<file path="src/rtl/ultrasonic_pkg.sv">
// Shared FSM state type, result saturation constant and round-robin search
// for the ultrasonic scan scheduler.
package ultrasonic_pkg;

   typedef enum logic [2:0] {
      S_IDLE,
      S_TRIG,
      S_WAIT_RISE,
      S_MEASURE,
      S_STORE,
      S_GUARD
   } state_t;

   // Sliced down to RES_W by the user; RES_W may be at most 32.
   localparam logic [31:0] RES_SAT = 32'hFFFF_FFFF;

   localparam int MAX_SENSORS = 8;

   // Lowest enabled index above cur, wrapping; from_start makes the search begin at 0.
   function automatic logic [2:0] rr_next(input logic [7:0] mask,
                                          input logic [2:0] cur,
                                          input int         n,
                                          input logic       from_start);
      logic [2:0] pick;
      logic       found;
      int         base;
      int         idx;
      pick  = cur;
      found = 1'b0;
      base  = from_start ? n - 1 : int'(cur);
      for (int k = 1; k <= MAX_SENSORS; k++) begin
         idx = (base + k) % n;
         if (!found && k <= n && mask[idx[2:0]]) begin
            pick  = idx[2:0];
            found = 1'b1;
         end
      end
      return pick;
   endfunction

endpackage

</file>
<file path="src/rtl/ultrasonic_tick_gen.sv">
// 1 us tick prescaler; restart forces the count back to zero so that each
// FSM interval begins on a fresh microsecond boundary.
module ultrasonic_tick_gen
#(
   parameter int CLK_FREQ_MHZ = 100
) (
   input  logic clk,
   input  logic ps_nrst,
   input  logic restart,
   output logic tick
);

   localparam int PW = (CLK_FREQ_MHZ > 1) ? $clog2(CLK_FREQ_MHZ) : 1;
   localparam logic [PW-1:0] LAST = PW'(CLK_FREQ_MHZ - 1);

   logic [PW-1:0] cnt;

   always_ff @(posedge clk) begin
      if (!ps_nrst || restart || tick) begin
         cnt <= '0;
      end else begin
         cnt <= cnt + PW'(1);
      end
   end

   assign tick = (cnt == LAST);

endmodule

</file>
<file path="src/rtl/ultrasonic_scan_scheduler.sv">
// Round-robin ultrasonic ranging: triggers one sensor at a time, times its echo
// in microseconds and keeps a per-sensor result. Define ULTRASONIC_AVG_EN to
// store a two-sample running average instead of the raw sample.
module ultrasonic_scan_scheduler
   import ultrasonic_pkg::*;
#(
   parameter int N_SENSORS    = 4,
   parameter int CLK_FREQ_MHZ = 100,
   parameter int TRIG_US      = 10,
   parameter int TIMEOUT_US   = 30000,
   parameter int GUARD_US     = 10000,
   parameter int RES_W        = 16
) (
   input  logic                         clk,
   input  logic                         ps_nrst,
   input  logic [N_SENSORS-1:0]         enable_mask,
   input  logic [N_SENSORS-1:0]         echo,
   output logic [N_SENSORS-1:0]         trig,
   input  logic [$clog2(N_SENSORS)-1:0] rd_sel,
   output logic [RES_W-1:0]             rd_data,
   output logic                         rd_timeout,
   output logic                         rd_valid,
   output logic [$clog2(N_SENSORS)-1:0] cur_sensor,
   output logic                         busy,
   output logic                         cycle_done
);

   localparam int SEL_W = $clog2(N_SENSORS);
   localparam int CNT_W = RES_W + 1;
   localparam logic [RES_W-1:0] RES_MAX      = RES_SAT[RES_W-1:0];
   localparam logic [CNT_W-1:0] TRIG_LAST    = CNT_W'(TRIG_US - 1);
   localparam logic [CNT_W-1:0] TIMEOUT_LAST = CNT_W'(TIMEOUT_US - 1);
   localparam logic [CNT_W-1:0] GUARD_LAST   = CNT_W'(GUARD_US - 1);

   state_t               state;
   state_t               state_nxt;
   logic [N_SENSORS-1:0] echo_s1;
   logic [N_SENSORS-1:0] echo_s2;
   logic [N_SENSORS-1:0] echo_s3;
   logic                 tick;
   logic                 restart;
   logic [CNT_W-1:0]     us_cnt;
   logic [SEL_W-1:0]     rr_pick;
   logic [SEL_W-1:0]     trig_sel;
   logic                 has_run;
   logic                 echo_rise;
   logic                 echo_fall;
   logic                 mask_cur;
   logic                 timed_out;
   logic [CNT_W-1:0]     meas_val;
   logic                 meas_to;
   logic [RES_W-1:0]     raw_val;
   logic [RES_W-1:0]     store_val;
   logic [RES_W-1:0]     res_mem [N_SENSORS];
   logic [N_SENSORS-1:0] to_mem;
   logic [N_SENSORS-1:0] valid_mem;
`ifdef ULTRASONIC_AVG_EN
   logic [RES_W:0]       avg_sum;
`endif

   ultrasonic_tick_gen #(
      .CLK_FREQ_MHZ (CLK_FREQ_MHZ)
   ) u_tick (
      .clk     (clk),
      .ps_nrst (ps_nrst),
      .restart (restart),
      .tick    (tick)
   );

   // Two-flop synchroniser plus one delayed copy for edge detection.
   always_ff @(posedge clk) begin
      if (!ps_nrst) begin
         echo_s1 <= '0;
         echo_s2 <= '0;
         echo_s3 <= '0;
      end else begin
         echo_s1 <= echo;
         echo_s2 <= echo_s1;
         echo_s3 <= echo_s2;
      end
   end

   assign echo_rise = echo_s2[cur_sensor] & ~echo_s3[cur_sensor];
   assign echo_fall = ~echo_s2[cur_sensor] & echo_s3[cur_sensor];
   assign mask_cur  = enable_mask[cur_sensor];
   assign timed_out = tick && (us_cnt == TIMEOUT_LAST);
   assign rr_pick   = SEL_W'(rr_next(8'(enable_mask), 3'(cur_sensor), N_SENSORS, !has_run));
   assign trig_sel  = (state == S_IDLE) ? rr_pick : cur_sensor;
   assign restart   = (state_nxt != state);
   assign busy      = (state != S_IDLE);

   always_ff @(posedge clk) begin
      if (!ps_nrst || restart) begin
         us_cnt <= '0;
      end else if (tick && us_cnt != '1) begin
         us_cnt <= us_cnt + CNT_W'(1);
      end
   end

   always_comb begin
      state_nxt  = state;
      cycle_done = 1'b0;
      unique case (state)
         S_IDLE: begin
            if (enable_mask != '0) begin
               state_nxt  = S_TRIG;
               cycle_done = ps_nrst && (rr_pick <= cur_sensor);
            end
         end
         S_TRIG: begin
            if (!mask_cur)                           state_nxt = S_GUARD;
            else if (tick && us_cnt == TRIG_LAST)    state_nxt = S_WAIT_RISE;
         end
         S_WAIT_RISE: begin
            if (!mask_cur)                           state_nxt = S_GUARD;
            else if (echo_rise)                      state_nxt = S_MEASURE;
            else if (timed_out)                      state_nxt = S_STORE;
         end
         S_MEASURE: begin
            if (!mask_cur)                           state_nxt = S_GUARD;
            else if (echo_fall || timed_out)         state_nxt = S_STORE;
         end
         S_STORE: begin
            state_nxt = S_GUARD;
         end
         S_GUARD: begin
            if (tick && us_cnt == GUARD_LAST)        state_nxt = S_IDLE;
         end
         default: begin
            state_nxt = S_IDLE;
         end
      endcase
   end

   // trig is registered from the next state so it rises and falls on state-change edges.
   always_ff @(posedge clk) begin
      if (!ps_nrst) begin
         state      <= S_IDLE;
         cur_sensor <= '0;
         has_run    <= 1'b0;
         trig       <= '0;
         meas_val   <= '0;
         meas_to    <= 1'b0;
      end else begin
         state <= state_nxt;
         trig  <= (state_nxt == S_TRIG) ? (N_SENSORS'(1) << trig_sel) : '0;
         if (state == S_IDLE && state_nxt == S_TRIG) begin
            cur_sensor <= rr_pick;
            has_run    <= 1'b1;
         end
         if (state == S_WAIT_RISE && state_nxt == S_STORE) begin
            meas_val <= '0;
            meas_to  <= 1'b1;
         end
         if (state == S_MEASURE && state_nxt == S_STORE) begin
            meas_val <= us_cnt;
            meas_to  <= ~echo_fall;
         end
      end
   end

   always_comb begin
      raw_val   = (meas_val > {1'b0, RES_MAX}) ? RES_MAX : meas_val[RES_W-1:0];
      store_val = raw_val;
`ifdef ULTRASONIC_AVG_EN
      avg_sum = {1'b0, res_mem[cur_sensor]} + {1'b0, raw_val};
      if (valid_mem[cur_sensor] && !to_mem[cur_sensor]) begin
         store_val = avg_sum[RES_W:1];
      end
`endif
      if (meas_to) begin
         store_val = RES_MAX;
      end
   end

   always_ff @(posedge clk) begin
      if (!ps_nrst) begin
         for (int i = 0; i < N_SENSORS; i++) begin
            res_mem[i] <= '0;
         end
         to_mem    <= '0;
         valid_mem <= '0;
      end else if (state == S_STORE) begin
         res_mem[cur_sensor]   <= store_val;
         to_mem[cur_sensor]    <= meas_to;
         valid_mem[cur_sensor] <= 1'b1;
      end
   end

   // Out-of-range indices (non power-of-two sensor counts) read as empty.
   always_ff @(posedge clk) begin
      if (!ps_nrst) begin
         rd_data    <= '0;
         rd_timeout <= 1'b0;
         rd_valid   <= 1'b0;
      end else if (int'(rd_sel) < N_SENSORS) begin
         rd_data    <= res_mem[rd_sel];
         rd_timeout <= to_mem[rd_sel];
         rd_valid   <= valid_mem[rd_sel];
      end else begin
         rd_data    <= '0;
         rd_timeout <= 1'b0;
         rd_valid   <= 1'b0;
      end
   end

endmodule

</file>
<file path="config.mk">
export PLATFORM = sky130hd
export DESIGN_NAME = ultrasonic_scan_scheduler
export DESIGN_NICKNAME = d
export VERILOG_FILES = /design/src/rtl/ultrasonic_pkg.sv /design/src/rtl/ultrasonic_tick_gen.sv /design/src/rtl/ultrasonic_scan_scheduler.sv
export SDC_FILE = /design/constraint.sdc
export NUM_CORES = 1
export LEC_CHECK = 0
export ABC_AREA = 1
export BUFFER_PORTS_ARGS = -buffer_cell sky130_fd_sc_hd__buf_4
export CORE_MARGIN = 4
export CORE_UTILIZATION = 50
export CTS_BUF_LIST = sky130_fd_sc_hd__clkbuf_2
export DETAILED_ROUTE_END_ITERATION = 7
export GPL_ROUTABILITY_DRIVEN = 0
export PLACE_DENSITY = 0.67
export SKIP_CTS_REPAIR_TIMING = 1
export SLEW_MARGIN = 20
export SYNTH_ARGS = -nofsm -noshare
export SYNTH_HDL_FRONTEND = slang
export SYNTH_HIERARCHICAL = 1
export SYNTH_SLANG_ARGS = --single-unit
</file>
<file path="constraint.sdc">
create_clock -name clk -period 3.5 [get_ports clk]
set_input_delay 0.7 -clock clk [delete_from_list [all_inputs] [get_ports clk]]
set_output_delay 0.7 -clock clk [all_outputs]
set_load 0.05 [all_outputs]
</file>
==> impl_metrics.prom, run 1 <==
# TYPE chip_impl_metric gauge
chip_impl_info{name="outcome",value="complete, but fails checks"} 1
chip_impl_info{name="violations",value="setup timing"} 1
chip_impl_metric{name="clock_skew",unit="ps"} 44.53
chip_impl_metric{name="min_period_over_period",unit=""} 1.048
chip_impl_info{name="startpoint_type",value="flop"} 1
chip_impl_metric{name="postRouteAntennaNets",unit=""} 0
chip_impl_metric{name="antenna_violations_before_repair",unit=""} 0
chip_impl_metric{name="first_pass_iters",unit=""} 5
chip_impl_metric{name="final_setup_violating_endpoints",unit=""} 1
chip_impl_metric{name="cts_num_sinks",unit=""} 154
chip_impl_metric{name="pin_count_of_the_biggest_net_entering_global_routing",unit=""} 42
chip_impl_info{name="cts_root_buffer",value="clkbuf_2"} 1
chip_impl_metric{name="start_util",unit=""} 0.5151
chip_impl_info{name="synthDominantAreaCellType",value="edfxtp_1"} 1
chip_impl_metric{name="worst_slack",unit="ps"} -166.7
chip_impl_metric{name="tritoncts.num_buffers",unit=""} 17
chip_impl_metric{name="grt_overflow_total",unit=""} 0
chip_impl_metric{name="synth.cell_area",unit="um2"} 6903
chip_impl_metric{name="time_the_final_worst_path_needs_with_i_o_delays_and_setup",unit="ps"} 3667
chip_impl_metric{name="slew-limit-headroom",unit=""} 0.4021
chip_impl_metric{name="yosysWarnings",unit=""} 6
chip_impl_metric{name="io_buffers",unit=""} 37
chip_impl_metric{name="place_inst",unit=""} 1046
chip_impl_metric{name="cp.arrival",unit="ps"} 2970
chip_impl_metric{name="setup_slack_at_placement",unit="ps"} 43.82
chip_impl_metric{name="die_area",unit="um2"} 15750
chip_impl_metric{name="asr_flop_ratio_synth",unit=""} 0
chip_impl_metric{name="finalMaxSlewViolations",unit=""} 0
chip_impl_metric{name="dp_hpwl",unit="um"} 9868
chip_impl_metric{name="flow.area_growth_from_synthesis",unit="%"} 12.52
chip_impl_metric{name="drt_iter0_markers",unit=""} 442
chip_impl_metric{name="final_instance_count_excl_fillers",unit=""} 1086
chip_impl_metric{name="vdd_ir_drop_max",unit="mV"} 0.5363
chip_impl_info{name="tritoncts",value="done"} 1
chip_impl_metric{name="htree_levels",unit=""} 4
chip_impl_metric{name="grt_util_all_layers",unit=""} 0.1934
chip_impl_info{name="leading_post_synthesis_cells_by_cell_area",value="edfxtp_1, dfxtp_1, nor2_1"} 1
chip_impl_metric{name="clk_pin_slew_worst_paths",unit="ps"} 200
chip_impl_metric{name="die_y",unit="um"} 125.5
chip_impl_metric{name="timing_worst_slew_pin_value",unit="ps"} 894.6
chip_impl_info{name="synth_flop_cell",value="dfxtp_1"} 1
chip_impl_metric{name="postRouteWirelength",unit="um"} 14980
chip_impl_metric{name="clockBufferDepth",unit=""} 2
chip_impl_info{name="commonest_cells_after_routing_fill_and_taps_aside",value="nor2_1, nand2_1, inv_1, dfxtp_1, edfxtp_1"} 1
chip_impl_metric{name="post_route_cells_drive_above_1_share",unit=""} 0.1670
chip_impl_metric{name="clk-insertion-delay-late",unit="ps"} 760
chip_impl_metric{name="synth.distinct_cells",unit=""} 36
chip_impl_metric{name="critical_path_required",unit="ps"} 2800
chip_impl_metric{name="via_count_of_the_first_global_routing_pass",unit=""} 5368
chip_impl_info{name="sort_of_element_at_the_end_of_the_critical_path",value="output pin"} 1
chip_impl_metric{name="yosys_register_bits",unit=""} 154
chip_impl_metric{name="nets",unit=""} 916
chip_impl_metric{name="placementRows",unit=""} 42
chip_impl_metric{name="route.detailed.vias_per_inst",unit=""} 5.180
chip_impl_metric{name="reg2reg_slack",unit="ps"} 650
chip_impl_metric{name="fp.dieW",unit="um"} 125.5
chip_impl_metric{name="yosys.area.top_type_share",unit=""} 0.2784
chip_impl_metric{name="timing.final.hold_violations",unit=""} 0
chip_impl_info{name="worst-setup-path-type",value="reg -> out"} 1
chip_impl_metric{name="postSynthNetCount",unit=""} 875
chip_impl_metric{name="vias",unit=""} 5625
chip_impl_metric{name="pwr_density_cell",unit="nW/um2"} 623.0
chip_impl_metric{name="post_synth_edffs",unit=""} 64
chip_impl_metric{name="drt-wirelength-per-cell",unit="um"} 13.79
chip_impl_metric{name="post_synth_inst_count",unit=""} 856
chip_impl_metric{name="i_o_pin_count",unit=""} 38
chip_impl_metric{name="num_antenna_cells",unit=""} 0
chip_impl_info{name="rsz0062_at_grt",value="true"} 1
chip_impl_metric{name="synth-seq-area-share",unit=""} 0.5394
chip_impl_metric{name="drv.max_cap_violation_count",unit=""} 0
chip_impl_info{name="min_path_type",value="in -> reg"} 1
chip_impl_metric{name="wire_length_of_the_first_global_routing_pass",unit="um"} 24940
chip_impl_metric{name="p_leak",unit="nW"} 3.363
chip_impl_info{name="layout_commonest_cell",value="nor2_1"} 1
chip_impl_metric{name="critPathMaxFanout",unit=""} 8
chip_impl_metric{name="postSynthAreaPerCell",unit="um2"} 8.064
chip_impl_metric{name="placeableCoreArea",unit="um2"} 13400
chip_impl_metric{name="drcViolationCount",unit=""} 0
chip_impl_metric{name="clock.fmax",unit="MHz"} 272.7
## cells in the mapped netlist, types with 2 or more instances
cell	count
nand2_1	158
nand3_2	2
dfxtp_1	90
o21bai_1	2
buf_6	4
nand4_1	4
nor2_2	18
nand3_1	57
a21oi_1	49
xor2_1	12
nand2_2	6
o21ai_1	2
nor2_4	2
inv_1	102
clkbuf_1	23
ha_1	7
edfxtp_1	64
nor2_1	170
nor3_1	4
o21ai_0	64
## power breakdown
group          leakage [nW]  internal (mW)  total, mW  switching (mW)
sequential             1.40           2.02       2.10          0.0868
clock                 0.143          0.333      0.968           0.635
combinational          1.82          0.559       1.77            1.21
total                  3.36           2.91       4.84            1.93
## final timing paths
kind,cells after the start,end,startpoint
hold / removal,3,echo_s1[2],echo[2]
setup / recovery,17,cycle_done,cur_sensor[0]
setup reg to reg,16,us_cnt[15],us_cnt[0]
hold reg to reg,2,echo_s2[2],echo_s1[2]
## worst max-delay path: stages (launching register included)
cell and delay (ps):
dfxtp_4 420, inv_4 90, nand2_4 90, inv_2 80, nand2_2 70, nand3_2 100
nand2_2 80, nor2_4 170, nand2_2 100, nand3_2 90, nand3_2 80, nand2_2 90
inv_2 50, ha_4 210, inv_1 60, o21bai_2 70, a211oi_4 200, buf_6 180
## kinds of logic after synthesis
logic type / Yosys count / share of synthesized area
and+or+nand+nor: 425 / 0.2603
DFF: 154 / 0.5394
buffers and inverters: 134 / 0.07776
AOI/OAI and AO/OA: 123 / 0.09335
xor gates and xnor gates: 13 / 0.01649
adders and majority gates: 7 / 0.01269
## per-layer routing
metal  routed length [um]  global-route usage
met5                    0                   0
met4                  357             0.07844
met3                  689             0.04136
met2                 7305              0.3244
met1                 6626              0.2435
## cell type report
type	count	area, um2
Fill cell	1223	5633
Sequential cell	154	3735
Multi-Input combinational cell	568	2784
Inverter	105	401.6
Timing Repair Buffer	51	394.1
Tap cell	176	220.2
Clock inverter	14	142.6
Clock buffer	18	90.09
## registers in the layout, indices dropped and copies added (netlist names), 4 cells and up
register	flops
echo_s1	4
echo_s2	4
echo_s3	4
meas_val	17
rd_data	16
res_mem	64
to_mem	4
trig	4
u_tick/cnt	7
us_cnt	17
valid_mem	4
## per-stage QoR
step | cell area (um2) | hold WS [ps] | utilization | setup TNS (ps) | total power [mW]
final | 7767 | 135.7 | 0.5796 | -166.7 | 4.839
after global routing | 7767 | 77.47 | 0.5796 | -344.0 | 5.133
after CTS | 7557 | 84.96 | 0.5640 | -668.2 | 4.535
after detailed placement | 7325 | 402.7 | 0.5466 | 0 | 3.590
after global placement | 7325 | 393.9 | 0.5466 | 0 | 3.531
after floorplan | 6917 | 390.5 | - | 0 | 3.246
(Power assumes the default switching activity.)
==> run 2, diff against run 1 <==
ABC_AREA = unset   (was 1)
==> run 2 against run 1 <==
  * The run still ends with setup timing left
  * Sequential power fell by 4%
  * Non-clock buffer count is 11 higher
  * Clock power up 16%
  * Synthesized area is 0.16% higher
  * Critical path type unchanged
  * Largest cell class unchanged
  * Largest power group unchanged
==> impl_metrics.prom, run 2 <==
# TYPE chip_impl_metric gauge
chip_impl_info{name="rsz0062_at_grt",value="true"} 1
chip_impl_metric{name="final_instance_count_excl_fillers",unit=""} 878
chip_impl_metric{name="post_route_total_power",unit="mW"} 3.810
chip_impl_info{name="cts_root_buffer",value="clkbuf_2"} 1
chip_impl_metric{name="cts_num_sinks",unit=""} 154
chip_impl_metric{name="via_count_of_the_first_global_routing_pass",unit=""} 4790
chip_impl_metric{name="die_area",unit="um2"} 15770
chip_impl_metric{name="p_leak",unit="nW"} 2.995
chip_impl_metric{name="final_setup_violating_endpoints",unit=""} 1
chip_impl_info{name="violations",value="setup timing"} 1
chip_impl_metric{name="wire_length_of_the_first_global_routing_pass",unit="um"} 24210
chip_impl_metric{name="min_period_over_period",unit=""} 1.123
chip_impl_info{name="layout_commonest_cell",value="nor2_1"} 1
chip_impl_metric{name="clockBufferDepth",unit=""} 2
chip_impl_metric{name="post_route_cells_drive_above_1_share",unit=""} 0.1994
chip_impl_metric{name="first_pass_iters",unit=""} 5
chip_impl_metric{name="layout.core_utilization",unit=""} 0.5804
chip_impl_info{name="sort_of_element_at_the_end_of_the_critical_path",value="output pin"} 1
chip_impl_metric{name="placementRows",unit=""} 42
chip_impl_info{name="min_path_type",value="in -> reg"} 1
chip_impl_metric{name="clk-insertion-delay-late",unit="ps"} 710
chip_impl_metric{name="regArea",unit="um2"} 3735
chip_impl_metric{name="timing.final.hold_violations",unit=""} 0
chip_impl_metric{name="nets",unit=""} 708
chip_impl_metric{name="fp.dieW",unit="um"} 125.6
chip_impl_info{name="synth_flop_cell",value="dfxtp_1"} 1
chip_impl_metric{name="postSynthAreaPerCell",unit="um2"} 10.60
chip_impl_metric{name="io_buffers",unit=""} 37
chip_impl_info{name="regMostFlops",value="res_mem"} 1
chip_impl_metric{name="yosys_register_bits",unit=""} 154
chip_impl_metric{name="fill_cells",unit=""} 1108
chip_impl_metric{name="cp.arrival",unit="ps"} 3230
chip_impl_metric{name="postRouteWirelength",unit="um"} 14440
chip_impl_metric{name="setup_slack_at_placement",unit="ps"} -82.36
chip_impl_info{name="leading_post_synthesis_cells_by_cell_area",value="edfxtp_1, dfxtp_1, mux4_2"} 1
chip_impl_info{name="top_regs",value="res_mem (64), meas_val (17), us_cnt (17)"} 1
chip_impl_metric{name="pwr_density_cell",unit="nW/um2"} 489.9
chip_impl_metric{name="dpl_cell_area",unit="um2"} 7440
chip_impl_metric{name="num_antenna_cells",unit=""} 0
chip_impl_metric{name="synth.cell_area",unit="um2"} 6914
chip_impl_metric{name="stdcell_area",unit="um2"} 7777
chip_impl_info{name="synthDominantAreaCellType",value="edfxtp_1"} 1
chip_impl_metric{name="tritoncts.num_buffers",unit=""} 17
chip_impl_metric{name="postRouteAntennaNets",unit=""} 0
chip_impl_metric{name="fin_setup_tns",unit="ps"} -432.2
chip_impl_info{name="worst-setup-path-type",value="reg -> out"} 1
chip_impl_metric{name="timing_worst_slew_pin_value",unit="ps"} 1040
chip_impl_metric{name="multiInputGateArea",unit="um2"} 2964
chip_impl_metric{name="postSynthNetCount",unit=""} 671
chip_impl_metric{name="worst_slack",unit="ps"} -432.2
chip_impl_info{name="commonest_cells_after_routing_fill_and_taps_aside",value="nor2_1, dfxtp_1, edfxtp_1, buf_4, nand2_1"} 1
chip_impl_metric{name="dp_hpwl",unit="um"} 9533
chip_impl_info{name="startpoint_type",value="flop"} 1
chip_impl_metric{name="drt_iter0_markers",unit=""} 410
chip_impl_info{name="tritoncts",value="done"} 1
chip_impl_metric{name="die_y",unit="um"} 125.6
chip_impl_metric{name="antenna_violations_before_repair",unit=""} 0
chip_impl_metric{name="critPathMaxFanout",unit=""} 4
chip_impl_info{name="synth.cells.most_frequent",value="nor2_1, dfxtp_1, edfxtp_1, nand2_1, clkbuf_1"} 1
chip_impl_metric{name="time_the_final_worst_path_needs_with_i_o_delays_and_setup",unit="ps"} 3932
chip_impl_metric{name="post_synth_inst_count",unit=""} 652
chip_impl_metric{name="synth.distinct_cells",unit=""} 62
chip_impl_metric{name="htree_levels",unit=""} 4
chip_impl_metric{name="clock_skew",unit="ps"} 25.13
chip_impl_metric{name="slew-limit-headroom",unit=""} 0.3065
chip_impl_metric{name="place_inst",unit=""} 843
chip_impl_metric{name="vias",unit=""} 4920
chip_impl_metric{name="drv.max_cap_violation_count",unit=""} 0
chip_impl_metric{name="grt_util_all_layers",unit=""} 0.1908
chip_impl_metric{name="drcViolationCount",unit=""} 0
chip_impl_metric{name="post_synth_edffs",unit=""} 64
chip_impl_metric{name="start_util",unit=""} 0.5160
chip_impl_metric{name="critical_path_required",unit="ps"} 2800
chip_impl_metric{name="timing.hold.ws",unit="ps"} 172.2
chip_impl_metric{name="clk_pin_slew_worst_paths",unit="ps"} 220
chip_impl_metric{name="drt-wirelength-per-cell",unit="um"} 16.44
chip_impl_metric{name="grt_overflow_total",unit=""} 0
chip_impl_metric{name="placeableCoreArea",unit="um2"} 13400
chip_impl_metric{name="clock.fmax",unit="MHz"} 254.3
chip_impl_metric{name="pin_count_of_the_biggest_net_entering_global_routing",unit=""} 72
chip_impl_info{name="top_count_cell_post_synth",value="nor2_1"} 1
chip_impl_metric{name="flow.area_growth_from_synthesis",unit="%"} 12.49
chip_impl_metric{name="vdd_ir_drop_max",unit="mV"} 0.2490
chip_impl_metric{name="yosys.area.top_type_share",unit=""} 0.2780
chip_impl_info{name="outcome",value="complete, but fails checks"} 1
chip_impl_metric{name="finalMaxSlewViolations",unit=""} 0
chip_impl_metric{name="synth-seq-area-share",unit=""} 0.5385
chip_impl_metric{name="yosysWarnings",unit=""} 6
chip_impl_metric{name="asr_flop_ratio_synth",unit=""} 0
chip_impl_metric{name="flip_flop_count_of_the_largest_register_all_copies_and_words_added",unit=""} 64
chip_impl_metric{name="route.detailed.vias_per_inst",unit=""} 5.604
chip_impl_metric{name="i_o_pin_count",unit=""} 38
[run 2: layout make-up]
cell class	instances	share of cell area
clock buffer	17	0.01094
clock inverter	15	0.02510
inverter	28	0.01351
tap	176	0.02831
timing repair buffer	62	0.06081
multi-input combinational	426	0.3811
sequential	154	0.4802
[run 2: metal layers]
layer  routed length, um  up-vias  global-route usage
li1                    -     2410                   -
met1                6605     2357              0.2599
met2                6905      133              0.3027
met3                 730       20             0.04904
met4                 193        0             0.05676
met5                   0        -                   0
[run 2: cell families (layout without fill, tap and decap cells)]
logic type	after synthesis	in the layout	synth area share
simple gates	279	279	0.2085
flops	154	154	0.5385
compound gates	83	83	0.08017
buf+inv	72	122	0.04090
mux	40	40	0.09772
xor+xnor	17	17	0.02153
fa+ha+maj	7	7	0.01267
[run 2: critical path: stages (launching register included)]
cell	delay (ps)
dfxtp_4	390
nand2b_4	140
mux4_2	550
a211o_1	250
o31a_1	130
nor2_1	90
a31oi_1	50
ha_1	310
a21oi_1	140
a21oi_1	80
nor4_4	230
buf_6	190
[run 2: final timing paths]
kind | start | to | slack [ps] | depth (start not counted)
max | cur_sensor[0] | cycle_done | -430 | 11
min reg2reg | echo_s1[3] | echo_s2[3] | 460 | 1
max reg2reg | u_tick/cnt[0] | meas_val[3] | 290 | 10
min | echo[2] | echo_s1[2] | 170 | 2
[run 2: report_power, final]
| group | internal (mW) | switching [mW] |
|---|---|---|
| Clock | 0.475 | 0.644 |
| Combinational | 0.253 | 0.434 |
| Sequential | 1.96 | 0.0469 |
==> run 3, diff against run 2 <==
--- a/config.mk
+++ b/config.mk
@@ -10,6 +10,8 @@
 export CORE_UTILIZATION = 50
 export CTS_BUF_LIST = sky130_fd_sc_hd__clkbuf_2
+export CTS_CLUSTER_SIZE = 25
 export DETAILED_ROUTE_END_ITERATION = 7
 export GPL_ROUTABILITY_DRIVEN = 0
+export GPL_TIMING_DRIVEN = 1
 export PLACE_DENSITY = 0.67
 export SKIP_CTS_REPAIR_TIMING = 1
==> constraint.sdc (replaced) <==
create_clock -name clk -period 3.5 [get_ports clk]
set_input_delay 0.35 -clock clk [delete_from_list [all_inputs] [get_ports clk]]
set_output_delay 0.35 -clock clk [all_outputs]
set_load 0.05 [all_outputs]
==> run 3 against run 2 <==
  * The flow now finishes without violations
  * Combinational power shrank 3%
  * Largest power group unchanged
  * Routed wire length shrank 0.83%
  * Global-route usage shrank 0.11 points
  * Core utilization shrank 0.38 points
==> impl_metrics.prom, run 3 (synthesis gave the netlist of run 2 again) <==
# TYPE chip_impl_metric gauge
chip_impl_metric{name="drt-wirelength-per-cell",unit="um"} 16.40
chip_impl_metric{name="critical_path_required",unit="ps"} 3150
chip_impl_metric{name="clk-insertion-delay-late",unit="ps"} 700
chip_impl_metric{name="placeableCoreArea",unit="um2"} 13400
chip_impl_info{name="regMostFlops",value="res_mem"} 1
chip_impl_info{name="top_regs",value="res_mem (64), meas_val (17), us_cnt (17)"} 1
chip_impl_metric{name="flow.area_growth_from_synthesis",unit="%"} 11.74
chip_impl_metric{name="die_y",unit="um"} 125.6
chip_impl_metric{name="finalMaxSlewViolations",unit=""} 0
chip_impl_metric{name="post_route_cells_drive_above_1_share",unit=""} 0.1879
chip_impl_metric{name="pwr_density_cell",unit="nW/um2"} 467.3
chip_impl_info{name="sort_of_element_at_the_end_of_the_critical_path",value="output pin"} 1
chip_impl_metric{name="clock_skew",unit="ps"} 32.51
chip_impl_metric{name="placementRows",unit=""} 42
chip_impl_metric{name="grt_overflow_total",unit=""} 0
chip_impl_info{name="min_path_type",value="in -> reg"} 1
chip_impl_info{name="cts_root_buffer",value="clkbuf_2"} 1
chip_impl_metric{name="via_count_of_the_first_global_routing_pass",unit=""} 4832
chip_impl_metric{name="cp.arrival",unit="ps"} 3130
chip_impl_metric{name="p_leak",unit="nW"} 2.942
chip_impl_info{name="commonest_cells_after_routing_fill_and_taps_aside",value="nor2_1, dfxtp_1, edfxtp_1, buf_4, nand2_1"} 1
chip_impl_metric{name="io_buffers",unit=""} 37
chip_impl_metric{name="post_route_total_power",unit="mW"} 3.611
chip_impl_info{name="outcome",value="completed"} 1
chip_impl_metric{name="route.detailed.vias_per_inst",unit=""} 5.561
chip_impl_metric{name="multiInputGateArea",unit="um2"} 3000
chip_impl_metric{name="worst_slack",unit="ps"} 21.91
chip_impl_metric{name="clock.fmax",unit="MHz"} 287.5
chip_impl_metric{name="flip_flop_count_of_the_largest_register_all_copies_and_words_added",unit=""} 64
chip_impl_metric{name="slew-limit-headroom",unit=""} 0.5312
chip_impl_metric{name="fin_setup_tns",unit="ps"} 0
chip_impl_metric{name="drcViolationCount",unit=""} 0
chip_impl_metric{name="tritoncts.num_buffers",unit=""} 17
chip_impl_info{name="rsz0062_at_grt",value="true"} 1
chip_impl_metric{name="nets",unit=""} 703
chip_impl_metric{name="place_inst",unit=""} 837
chip_impl_info{name="worst-setup-path-type",value="reg -> out"} 1
chip_impl_metric{name="fp.dieW",unit="um"} 125.6
chip_impl_metric{name="final_instance_count_excl_fillers",unit=""} 873
chip_impl_metric{name="dp_hpwl",unit="um"} 9596
chip_impl_info{name="tritoncts",value="done"} 1
chip_impl_metric{name="htree_levels",unit=""} 4
chip_impl_metric{name="cts_num_sinks",unit=""} 154
chip_impl_metric{name="final_setup_violating_endpoints",unit=""} 0
chip_impl_metric{name="drt_iter0_markers",unit=""} 395
chip_impl_metric{name="timing.final.hold_violations",unit=""} 0
chip_impl_metric{name="time_the_final_worst_path_needs_with_i_o_delays_and_setup",unit="ps"} 3478
chip_impl_metric{name="regArea",unit="um2"} 3732
chip_impl_info{name="layout_commonest_cell",value="nor2_1"} 1
chip_impl_metric{name="critPathMaxFanout",unit=""} 13
chip_impl_metric{name="num_antenna_cells",unit=""} 0
chip_impl_metric{name="postRouteWirelength",unit="um"} 14320
chip_impl_metric{name="clockBufferDepth",unit=""} 2
chip_impl_metric{name="pin_count_of_the_biggest_net_entering_global_routing",unit=""} 72
chip_impl_metric{name="i_o_pin_count",unit=""} 38
chip_impl_metric{name="drv.max_cap_violation_count",unit=""} 0
chip_impl_metric{name="timing_worst_slew_pin_value",unit="ps"} 700.6
chip_impl_info{name="startpoint_type",value="flop"} 1
chip_impl_metric{name="first_pass_iters",unit=""} 5
chip_impl_metric{name="antenna_violations_before_repair",unit=""} 0
chip_impl_metric{name="min_period_over_period",unit=""} 0.9937
chip_impl_metric{name="vdd_ir_drop_max",unit="mV"} 0.2254
chip_impl_metric{name="grt_util_all_layers",unit=""} 0.1897
chip_impl_metric{name="postRouteAntennaNets",unit=""} 0
chip_impl_metric{name="setup_slack_at_placement",unit="ps"} 311.3
chip_impl_metric{name="vias",unit=""} 4855
chip_impl_metric{name="fill_cells",unit=""} 1155
chip_impl_metric{name="die_area",unit="um2"} 15770
chip_impl_metric{name="clk_pin_slew_worst_paths",unit="ps"} 210
chip_impl_metric{name="start_util",unit=""} 0.5160
chip_impl_metric{name="wire_length_of_the_first_global_routing_pass",unit="um"} 24200
==> run 3: cell types whose count changed in the layout (fill, tap and decap cells not counted), moves of 3 or more <==
cell           before  now
buf_4              60   51
dlygate4sd3_1       0    4
o21ai_1             0    3
o21ai_2             5    2
==> run 3: final cells by class <==
| cell class | count | share of cell area |
|---|---|---|
| well taps | 176 | 0.02850 |
| repair buffers | 57 | 0.05765 |
| multi-input cells | 426 | 0.3883 |
| clock buffers | 19 | 0.01231 |
| clock inverters | 13 | 0.01652 |
| flip-flops and latches | 154 | 0.4831 |
| inverters | 28 | 0.01360 |
==> run 3: metal layers <==
| metal | global-route usage | vias to the layer above | part of all wire |
|---|---|---|---|
| met5 | 0 | - | 0 |
| met4 | 0.05357 | 0 | 0.011 |
| met3 | 0.04563 | 16 | 0.048 |
| met2 | 0.3140 | 109 | 0.49 |
| met1 | 0.2502 | 2336 | 0.45 |
| li1 | - | 2394 | - |
==> run 3: worst paths after layout <==
path	startpoint	endpoint	slack, ps	cells past startpoint
worst min register to register	echo_s1[3]	echo_s2[3]	460	1
worst min-delay path	ps_nrst	state[1]	180	4
worst max-delay path	cur_sensor[1]	cycle_done	20	12
worst max register to register	u_tick/cnt[0]	meas_val[8]	250	9
==> run 3: power breakdown <==
| part | switching [mW] | leakage, nW | internal, mW | total (mW) |
|---|---|---|---|---|
| combinational | 0.424 | 1.40 | 0.243 | 0.667 |
| clock | 0.612 | 0.141 | 0.326 | 0.938 |
| sequential | 0.0481 | 1.40 | 1.96 | 2.01 |
| total | 1.08 | 2.94 | 2.53 | 3.61 |
==> run 3: critical path: stages (launching register included) <==
cell	delay, ps
dfxtp_4	400
buf_4	190
nor4bb_4	310
o31ai_2	120
a211o_1	300
o31a_1	130
nor2_1	90
a31oi_1	50
ha_1	300
a21oi_1	130
a21oi_1	80
nor4_4	150
buf_6	190
==> run 3: metrics by stage <==
step                hold slack, ps  instance area, um2    util
floorplan                    411.9                6929       -
global placement             418.3                7378  0.5506
detailed placement           425.6                7378  0.5506
CTS                         -214.8                7601  0.5672
global route                 127.6                7726  0.5766
finish                       182.2                7726  0.5766
